### config.mk
export PLATFORM = sky130hd
export DESIGN_NAME = mem_lsu
export DESIGN_NICKNAME = d
export VERILOG_FILES = /design/src/rtl/mem_lsu.sv
export SDC_FILE = /design/constraint.sdc
export NUM_CORES = 1
export LEC_CHECK = 0
export BUFFER_PORTS_ARGS = -buffer_cell sky130_fd_sc_hd__buf_2
export CELL_PAD_IN_SITES_DETAIL_PLACEMENT = 1
export CELL_PAD_IN_SITES_GLOBAL_PLACEMENT = 2
export CORE_MARGIN = 2
export CORE_UTILIZATION = 39
export CTS_BUF_LIST = sky130_fd_sc_hd__clkbuf_4
export CTS_CLUSTER_SIZE = 30
export DETAILED_ROUTE_END_ITERATION = 16
export PLACE_DENSITY_LB_ADDON = 0.1
export SYNTH_ARGS = -nofsm -noshare
export SYNTH_HDL_FRONTEND = slang
export SYNTH_SLANG_ARGS = --single-unit
### constraint.sdc
create_clock -name clk_i -period 10.6 [get_ports clk_i]
set_input_delay 1.59 -clock clk_i [delete_from_list [all_inputs] [get_ports clk_i]]
set_output_delay 1.59 -clock clk_i [all_outputs]
set_load 0.02 [all_outputs]
### src/rtl/mem_lsu.sv
// rtl/mem_lsu.sv - load/store unit with word-granular memory port and misaligned split
//
// Purpose: accepts one byte/half/word load or store at a time from the core,
// splits accesses that straddle a word boundary into two word accesses, uses
// read-modify-write for sub-word stores and extends load data.
//
// Ports:
//   clk_i, rst_ni          clock, asynchronous active-low reset
//   req_i, wr_i, funct3_i  request strobe, store/load select, RISC-V access type
//   addr_i, wr_data_i      byte address, right-aligned store data
//   busy_o, done_o, fault_o, rd_data_o   status and extended load result
//   mem_addr_o, mem_op_o, mem_data_in_o, mem_wr_en_o, mem_data_out_i
//                          word-wide data memory port (read data one cycle late)
module mem_lsu #(
    parameter bit ALLOW_MISALIGNED = 1'b1
) (
    input  logic        clk_i,
    input  logic        rst_ni,
    input  logic        req_i,
    input  logic        wr_i,
    input  logic [2:0]  funct3_i,
    input  logic [31:0] addr_i,
    input  logic [31:0] wr_data_i,
    output logic        busy_o,
    output logic        done_o,
    output logic        fault_o,
    output logic [31:0] rd_data_o,
    output logic [31:0] mem_addr_o,
    output logic [2:0]  mem_op_o,
    output logic [31:0] mem_data_in_o,
    output logic        mem_wr_en_o,
    input  logic [31:0] mem_data_out_i
);

    typedef enum logic [2:0] {
        S_IDLE, S_R0, S_C0, S_W0, S_R1, S_C1, S_W1, S_RESP
    } state_e;

    state_e      state_q, state_d;

    logic        wr_q;
    logic [2:0]  funct3_q;
    logic [31:0] addr_q;
    logic [31:0] wr_data_q;
    logic [31:0] word0_q;

    logic        busy_q, busy_d;
    logic        done_q, done_d;
    logic        fault_q, fault_d;
    logic [31:0] rd_data_q, rd_data_d;
    logic [31:0] mem_addr_q, mem_addr_d;
    logic [31:0] mem_data_in_q, mem_data_in_d;
    logic        mem_wr_en_q, mem_wr_en_d;

    // The request fields seen by the datapath: live inputs while idle (so the
    // accepting edge can already act on them), the registered copy afterwards.
    logic        accept;
    logic        wr_e;
    logic [2:0]  funct3_e;
    logic [31:0] addr_e;
    logic [31:0] wr_data_e;

    assign accept    = (state_q == S_IDLE) && req_i;
    assign wr_e      = (state_q == S_IDLE) ? wr_i      : wr_q;
    assign funct3_e  = (state_q == S_IDLE) ? funct3_i  : funct3_q;
    assign addr_e    = (state_q == S_IDLE) ? addr_i    : addr_q;
    assign wr_data_e = (state_q == S_IDLE) ? wr_data_i : wr_data_q;

    logic [1:0]  offset;
    logic [2:0]  size;
    logic        span;
    logic        misaligned;
    logic        funct3_bad;
    logic        illegal;
    logic [31:0] a0;
    logic [31:0] a1;

    assign offset = addr_e[1:0];

    always_comb begin
        case (funct3_e[1:0])
            2'b00:   size = 3'd1;
            2'b01:   size = 3'd2;
            default: size = 3'd4;
        endcase
    end

    // offset (max 3) + size (max 4) fits in three bits.
    assign span = (({1'b0, offset} + size) > 3'd4);

    always_comb begin
        case (size)
            3'd1:    misaligned = 1'b0;
            3'd2:    misaligned = offset[0];
            default: misaligned = (offset != 2'b00);
        endcase
    end

    assign funct3_bad = wr_e ? (funct3_e[2] || (funct3_e[1:0] == 2'b11))
                             : ((funct3_e == 3'b011) || (funct3_e[2:1] == 2'b11));
    assign illegal    = funct3_bad || (!ALLOW_MISALIGNED && misaligned);

    assign a0 = {addr_e[31:2], 2'b00};
    assign a1 = a0 + 32'd4;

    // Word0 arrives from memory during C0 (non-span) or R1 (span load); in
    // those cycles it is taken straight from the bus, otherwise from word0_q.
    // Word1 is only ever needed in C1, where it is on the bus.
    logic [31:0] word0_e;
    logic [63:0] pair;
    logic [63:0] size_mask;
    logic [5:0]  shamt;
    logic [63:0] lane_mask;
    logic [63:0] merged;
    logic [31:0] ld_word;
    logic [31:0] ld_result;

    assign word0_e = ((state_q == S_C0) || (state_q == S_R1)) ? mem_data_out_i : word0_q;
    assign pair    = {mem_data_out_i, word0_e};

    always_comb begin
        case (size)
            3'd1:    size_mask = 64'h0000_0000_0000_00FF;
            3'd2:    size_mask = 64'h0000_0000_0000_FFFF;
            default: size_mask = 64'h0000_0000_FFFF_FFFF;
        endcase
    end

    assign shamt     = {1'b0, offset, 3'b000};
    assign lane_mask = size_mask << shamt;
    assign merged    = (pair & ~lane_mask) | (({32'h0, wr_data_e} & size_mask) << shamt);
    assign ld_word   = 32'(pair >> shamt);

    always_comb begin
        case (funct3_e)
            3'b000:  ld_result = {{24{ld_word[7]}}, ld_word[7:0]};
            3'b001:  ld_result = {{16{ld_word[15]}}, ld_word[15:0]};
            3'b100:  ld_result = {24'h0, ld_word[7:0]};
            3'b101:  ld_result = {16'h0, ld_word[15:0]};
            default: ld_result = ld_word;
        endcase
    end

    // State and datapath registers.
    always_ff @(posedge clk_i or negedge rst_ni) begin
        if (!rst_ni) begin
            state_q       <= S_IDLE;
            wr_q          <= 1'b0;
            funct3_q      <= 3'b000;
            addr_q        <= 32'h0;
            wr_data_q     <= 32'h0;
            word0_q       <= 32'h0;
            busy_q        <= 1'b0;
            done_q        <= 1'b0;
            fault_q       <= 1'b0;
            rd_data_q     <= 32'h0;
            mem_addr_q    <= 32'h0;
            mem_data_in_q <= 32'h0;
            mem_wr_en_q   <= 1'b0;
        end else begin
            state_q <= state_d;
            if (accept) begin
                wr_q      <= wr_i;
                funct3_q  <= funct3_i;
                addr_q    <= addr_i;
                wr_data_q <= wr_data_i;
            end
            if ((state_q == S_C0) || (state_q == S_R1)) begin
                word0_q <= mem_data_out_i;
            end
            busy_q        <= busy_d;
            done_q        <= done_d;
            fault_q       <= fault_d;
            rd_data_q     <= rd_data_d;
            mem_addr_q    <= mem_addr_d;
            mem_data_in_q <= mem_data_in_d;
            mem_wr_en_q   <= mem_wr_en_d;
        end
    end

    // Next-state logic.
    always_comb begin
        state_d = state_q;
        case (state_q)
            S_IDLE: begin
                if (req_i) begin
                    if (illegal) begin
                        state_d = S_RESP;
                    end else if (wr_e && (funct3_e == 3'b010) && (offset == 2'b00)) begin
                        state_d = S_W0;
                    end else begin
                        state_d = S_R0;
                    end
                end
            end
            S_R0:    state_d = (!wr_e && span) ? S_R1 : S_C0;
            S_C0:    state_d = wr_e ? S_W0 : S_RESP;
            S_W0:    state_d = span ? S_R1 : S_RESP;
            S_R1:    state_d = S_C1;
            S_C1:    state_d = wr_e ? S_W1 : S_RESP;
            S_W1:    state_d = S_RESP;
            S_RESP:  state_d = S_IDLE;
            default: state_d = S_IDLE;
        endcase
    end

    // Outputs are registered; their next values follow the state being entered.
    always_comb begin
        busy_d        = (state_d != S_IDLE);
        done_d        = (state_d == S_RESP);
        fault_d       = (state_d == S_RESP) && illegal;
        mem_wr_en_d   = (state_d == S_W0) || (state_d == S_W1);
        mem_addr_d    = mem_addr_q;
        mem_data_in_d = mem_data_in_q;
        rd_data_d     = rd_data_q;
        case (state_d)
            S_R0, S_W0: mem_addr_d = a0;
            S_R1, S_W1: mem_addr_d = a1;
            default:    mem_addr_d = mem_addr_q;
        endcase
        if (state_d == S_W0) begin
            mem_data_in_d = merged[31:0];
        end else if (state_d == S_W1) begin
            mem_data_in_d = merged[63:32];
        end
        if ((state_d == S_RESP) && !illegal && !wr_e) begin
            rd_data_d = ld_result;
        end
    end

    assign busy_o        = busy_q;
    assign done_o        = done_q;
    assign fault_o       = fault_q;
    assign rd_data_o     = rd_data_q;
    assign mem_addr_o    = mem_addr_q;
    assign mem_op_o      = 3'b010;
    assign mem_data_in_o = mem_data_in_q;
    assign mem_wr_en_o   = mem_wr_en_q;

endmodule
# Yosys cells after proc, flatten, opt, wreduce, memory -nomap -nowiden
# Cells that the tools add are included.
[classes] n_addsub=2 n_mul=0 div_mod_pow=0 order_cmp=1 eq_ne=22 n_shift=3 mux=20 n_bitwise=4 reduce_logical=22
[ops] cell="32-bit 2-to-1 mux" count=5
[ops] cell="32-bit case mux with 2 select lines" count=2
[ops] cell="32-bit case mux with 4 select lines" count=1
[ops] cell="64-bit by 5-bit << shifter with 64-bit output" count=2
[ops] cell="32-bit by 64-bit bitwise AND with 64-bit output" count=1
[ops] cell="64-bit bitwise AND" count=1
[ops] cell="64-bit inverter" count=1
[ops] cell="64-bit bitwise OR" count=1
[ops] cell="64-bit by 5-bit >> shifter with 32-bit output" count=1
[ops] cell="32-bit by 3-bit adder with 32-bit output (second input constant)" count=1
[ops] cell="3-bit == test (second input constant)" count=9
[ops] cell="3-bit case mux with 8 select lines" count=1
[ops] cell="3-bit by 2-bit == test with 1-bit output (second input constant)" count=6
[ops] cell="3-bit 2-to-1 mux" count=5
[ops] cell="3-bit by 1-bit == test with 1-bit output (second input constant)" count=4
[ops] cell="1-bit logical AND" count=7
[ops] cell="3-bit logical NOT" count=2
[ops] cell="3-bit case mux with 2 select lines" count=1
[ops] cell="2-bit == test (second input constant)" count=2
[ops] cell="2-bit logical NOT" count=2
[ops] cell="1-bit logical OR" count=4
[ops] cell="2-bit 2-to-1 mux" count=2
[ops] cell="2-bit nonzero test" count=2
[ops] cell="2-bit OR reduction" count=2
[ops] cell="other kinds (6)" count=9
[word_totals] ff_bits=203 latchBits=0 ram_bits=0 romBits=0 input_bits=103 out_inout_bits=103 word_cells=87 n_memories=0

# Longest topological paths before layout
[depth] ltp_word=12 depth_mapped=20 ltp_nobuf=14

# Worst setup path after synthesis
# No wires, ideal clock.
[synth_timing] path_kind="input port to flip-flop" from="input port addr_i[0]" to="register mem_addr_q[12], in the netlist mem_addr_o[12]" setup_time_ns=0.126 t_arrival_ns=5.097 slack_ns=5.377 cell_stages=16 path_cell_list="buf_1 mux2i_1 inv_1 clkbuf_1 clkbuf_1 ha_1 inv_1 fa_1 xnor2_1 a311o_1 and2_1 clkbuf_1 nor3_1 nor2_1 clkbuf_1 a221o_1"
[synth_via] elab_chain_len=10 word_cells_on_any_way=20 cone_classes="add/sub: 1; order compare: 1; eq/ne: 4; mux: 8; reduce/logical: 6"
[synth_lines] item="start: declaration" line_no="22" text="input logic [31:0] addr_i,"
[synth_lines] item="32-bit 2-to-1 mux *" line_no="66" text="assign addr_e = (state_q == S_IDLE) ? addr_i : addr_q;"
[synth_lines] item="branches (longest 5 deep; another with 2-bit by 3-bit adder with 3-bit output)"
[synth_lines] item="3-bit case mux with 8 select lines *" line_no="184" text="case (state_q)"
[synth_lines] item="3-bit == test, or another cell as far along" line_no="216" text="case (state_d)"
[synth_lines] item="2-bit OR reduction" line_no="216"
[synth_lines] item="32-bit case mux with 2 select lines / 2-bit nonzero test (equally long branches)"
[synth_lines] item="end signal: assignment" line_no="175" text="mem_addr_q <= mem_addr_d;"
[synth_lines] item="end: declaration" line_no="51" text="logic [31:0] mem_addr_q, mem_addr_d;"
# Mark *: on every way between the ends.
# A chain may end at the register's enable or synchronous reset.

# Worst setup path after layout
[layout_timing] from="register state_q[2]" to="register mem_data_in_q[15], in the netlist mem_data_in_o[15]"
[layout_via] elab_chain_len=12 word_cells_on_any_way=53 cone_classes="add/sub: 1; order compare: 1; eq/ne: 16; shift: 2; mux: 18; bitwise: 4; reduce/logical: 11"
[layout_lines] item="start: declaration" line_no="39" text="state_e state_q, state_d;"
[layout_lines] item="start signal: assignment" line_no="161" text="state_q <= state_d;"
[layout_lines] item="branches (longest 12 deep; another with 2-bit by 3-bit adder with 3-bit output)"
[layout_lines] item="end signal: assignment" line_no="176" text="mem_data_in_q <= mem_data_in_d;"
[layout_lines] item="end: declaration" line_no="52" text="logic [31:0] mem_data_in_q, mem_data_in_d;"
# Parallel ways; which one is timed is not known. The select of a mux whose other input is x is not followed.

==> impl_results.md <==
- Status: finished clean
- Vert. Die Dim: 180.0 um
- Max cap viols: 0
- Fraction of layout cells with a size suffix above 1: 0.2853
- Largest net degree at the start of global routing: 86
- Crit path DAT: 7.00 ns
- Fill count: 3,604
- Vias in the first global route: 11,540
- # rows: 64
- Setup Buffers After CTS: 0
- Total grt overflow: 0
- Maximum vdd drop: 0.2271 mV
- PwrDens: 396.2 mW/mm2
- Startpoint class of the critical path: register
- Setup CP Type: reg2reg
- Mapped cell area: 0.01208 mm2
- Max Slew Vio Count: 0
- Syn_area_per_cell: 9.418 um2
- Max Clock Skew: 0.04933 ns
- Worst min-delay path class: reg2reg
- Max Fclk: 0.1552 GHz
- Die span in x: 180.0 um
- Slew @ Worst Pin: 1.301 ns
- Core footprint: 0.03051 mm2
- EDFF count, synth: 0
- Via count: 10,930
- RD Place Congestion: 0.8421
- Setup Viol. Count Final: 0
- Final period util: 0.6079
- Clk buf depth: 3
- CTS tree: done
- Mapped Cells: 1,283
- Wire per inst: 22.80 um
- Clk sinks: 201
- CTS hold repair buffers: 0
- RSZ-0062 raised after global routing: false
- Post-synth cell types: 87
- Final Hold Vio Count: 0
- Min-Delay Endpoint: rd_data_o[29]
- R2R Setup Slk: 4.16 ns
- Vias/cell: 5.766
- Initial antenna violation count: 12
- CTS resizes: 0
- Crit path required time: 11.16 ns
- Final total negative setup slack: 0 ns
- Worst R2R End: mem_data_in_o[15]
- Port buffer count: 200
- Initial Utilization: 0.3960
- Synth Flop Type: dfrtp_1
- Hpwl dp: 30.97 mm
- First-pass GRT wire length: 67.39 mm
- Final instance area: 0.01394 mm2
- Num CTS Buffers: 57
- Fin nets: 1,575
- Placed Area: 0.01333 mm2
- Leakage: 0.006351 uW
- Min Tclk post-route: 6.444 ns
- Crit path max fanout: 39
- Synth warnings: 0
- Rel. slew slack: 0.1306
- CP Capture Type: register
- Die footprint: 0.03241 mm2
- R2r worst-path depth: 14
- Post-route DRC: 0
- Multi-input gate area: 0.006446 mm2
- Worst skew pair latency: 0.72 ns
- Drt total wl: 43.23 mm
- DRT Pass-1 Iters: 5
- # H-tree levels: 2
- DRT iter0 DRCs: 580
- #FFs+latches synth: 201
- Hold Startpoint: rd_data_o[29]
- Async SR Flop Fraction: 1.000
- Storage element area: 0.005030 mm2
- CTS clk-pin slew, worst paths: 0.07 ns
- Seq/Total Area, Yosys: 0.4163
- Area growth syn-to-layout: 15.41%
- R2R Path Start: state_q[2]
- Root Buffer: clkbuf_4
- Hold-critical path depth: 1
- GRT Resource Usage Total: 0.2638
- Top-level I/O count: 206
- Post-route ant nets: 0
power breakdown:
part | leakage, uW | internal (uW) | switching, uW
registers | 0.00245 | 1160 | 280
logic | 0.00354 | 1210 | 2220
clock network | 0.000361 | 316 | 338
total | 0.00635 | 2690 | 2840
synthesized netlist by cell type, drive strengths merged, types with 3 or more instances:
cell / number / area share
o21ai: 92 / 0.039
nor2: 62 / 0.019
nor3: 17 / 0.0080
xor2: 10 / 0.0072
a221o: 10 / 0.0083
a2111oi: 9 / 0.0081
a21o: 17 / 0.011
a222oi: 4 / 0.0033
nand3: 55 / 0.023
or4b: 3 / 0.0028
o31a: 4 / 0.0029
and4: 3 / 0.0022
mux2i: 99 / 0.082
nor3b: 17 / 0.011
buf: 46 / 0.022
a21oi: 48 / 0.020
inv: 48 / 0.015
and2: 5 / 0.0026
nand4: 8 / 0.0047
o221ai: 17 / 0.012
dfrtp: 201 / 0.42
xnor2: 11 / 0.0080
o31ai: 23 / 0.015
a21boi: 4 / 0.0025
mux2: 94 / 0.088
nor4: 5 / 0.0026
or3: 5 / 0.0030
or2: 4 / 0.0021
clkbuf: 53 / 0.016
nor4b: 3 / 0.0027
o22ai: 15 / 0.0078
o211ai: 21 / 0.014
nand2: 191 / 0.060
a31oi: 6 / 0.0031
and3: 10 / 0.0052
or4: 4 / 0.0025
mux4: 3 / 0.0056
a221oi: 14 / 0.011
a211oi: 9 / 0.0060
ha: 3 / 0.0031
registers in the layout (all words and copies together), names as in the netlist:
signal / count
wr_q: 1
word0_q: 32
addr_q: 32
fault_o: 1
rd_data_o: 32
done_o: 1
mem_addr_o: 30
mem_wr_en_o: 1
busy_o: 1
state_q: 3
mem_data_in_o: 32
wr_data_q: 32
funct3_q: 3
metal layers:
layer	part of all wire	wire length, um	track usage	vias up
met1	0.41	17570	0.3198	5436
li1	-	-	-	5041
met4	0.043	1873	0.1110	10
met3	0.058	2525	0.05780	105
met2	0.49	21200	0.4535	341
met5	0.0012	52	0	-
worst max-delay path, stage by stage (launching register included):
cell	delay (ns)
dfrtp_1	0.63
nor3_4	0.71
buf_4	0.55
nand2_1	0.09
o21ai_1	0.52
ha_1	0.29
inv_1	0.05
fa_1	0.45
xnor2_1	0.16
a311o_1	0.38
and2_1	0.28
nor3_1	0.73
nand2_1	0.82
a221oi_1	0.49
o31ai_1	0.13
layout make-up:
| class | instances | area share |
|---|---|---|
| Timing Repair Buffer | 222 | 0.08425 |
| Antenna cell | 7 | 0.001256 |
| Clock inverter | 10 | 0.003051 |
| Clock buffer | 74 | 0.03984 |
| Sequential cell | 201 | 0.3607 |
| Multi-Input combinational cell | 938 | 0.4623 |
| Tap cell | 396 | 0.03553 |
| Inverter | 48 | 0.01310 |
cell families after synthesis:
kind of cell / count (synthesis) / share of synthesized area
buffers and inverters: 147 / 0.05385
muxes: 196 / 0.1758
other: 2 / 0.0006215
AOI/OAI and AO/OA: 310 / 0.1757
and+or+nand+nor: 402 / 0.1577
adders and majority gates: 4 / 0.004764
xor gates and xnor gates: 21 / 0.01522
DFF: 201 / 0.4163
cell usage in the layout (no fill, tap or decap), drive strengths merged, types with 5 or more instances in the layout:
cell type    n
o221ai      17
xnor2       11
or3          5
o211ai      21
a221o       10
dfrtp      201
nor3b       17
nor4         5
and3        10
diode        7
inv         49
a221oi      14
o31ai       23
mux2        94
nor3        17
clkbuf      75
a21o        17
nor2        62
o21ai       92
mux2i       99
a21oi       48
a31oi        6
conb         5
buf        221
nand4        8
clkinv       9
and2         5
xor2        10
nand3       55
nand2      191
a211oi       9
a2111oi      9
o22ai       15
per-stage QoR:
| step | instances | hold slack [ns] | power, uW | utilization | setup slack, ns |
|---|---|---|---|---|---|
| 2_1_floorplan | 1286 | 0.4600 | 3792 | - | 5.377 |
| 3_3_place_gp | 1805 | 0.4546 | 4802 | 0.4369 | 3.660 |
| 3_5_place_dp | 1805 | 0.4617 | 4886 | 0.4369 | 3.524 |
| 4_1_cts | 1889 | 0.4734 | 5565 | 0.4565 | 4.155 |
| 5_1_grt | 1892 | 0.4865 | 5959 | 0.4567 | 3.680 |
| 6_report | 1896 | 0.4665 | 5525 | 0.4571 | 4.156 |
worst max-delay path by stage:
| stage | from | endpoint | slack, ns | cells after the start |
|---|---|---|---|---|
| after detailed placement | addr_i[1] | mem_data_in_o[15] | 3.52 | 13 |
| after floorplan | addr_i[0] | mem_addr_o[12] | 5.38 | 16 |
| after global placement | addr_i[1] | mem_data_in_o[15] | 3.66 | 13 |
| after global routing | state_q[2] | mem_data_in_o[15] | 3.68 | 14 |
| final | state_q[2] | mem_data_in_o[15] | 4.16 | 14 |
| after CTS | state_q[2] | mem_data_in_o[15] | 4.15 | 15 |
(Power assumes the default switching activity.)
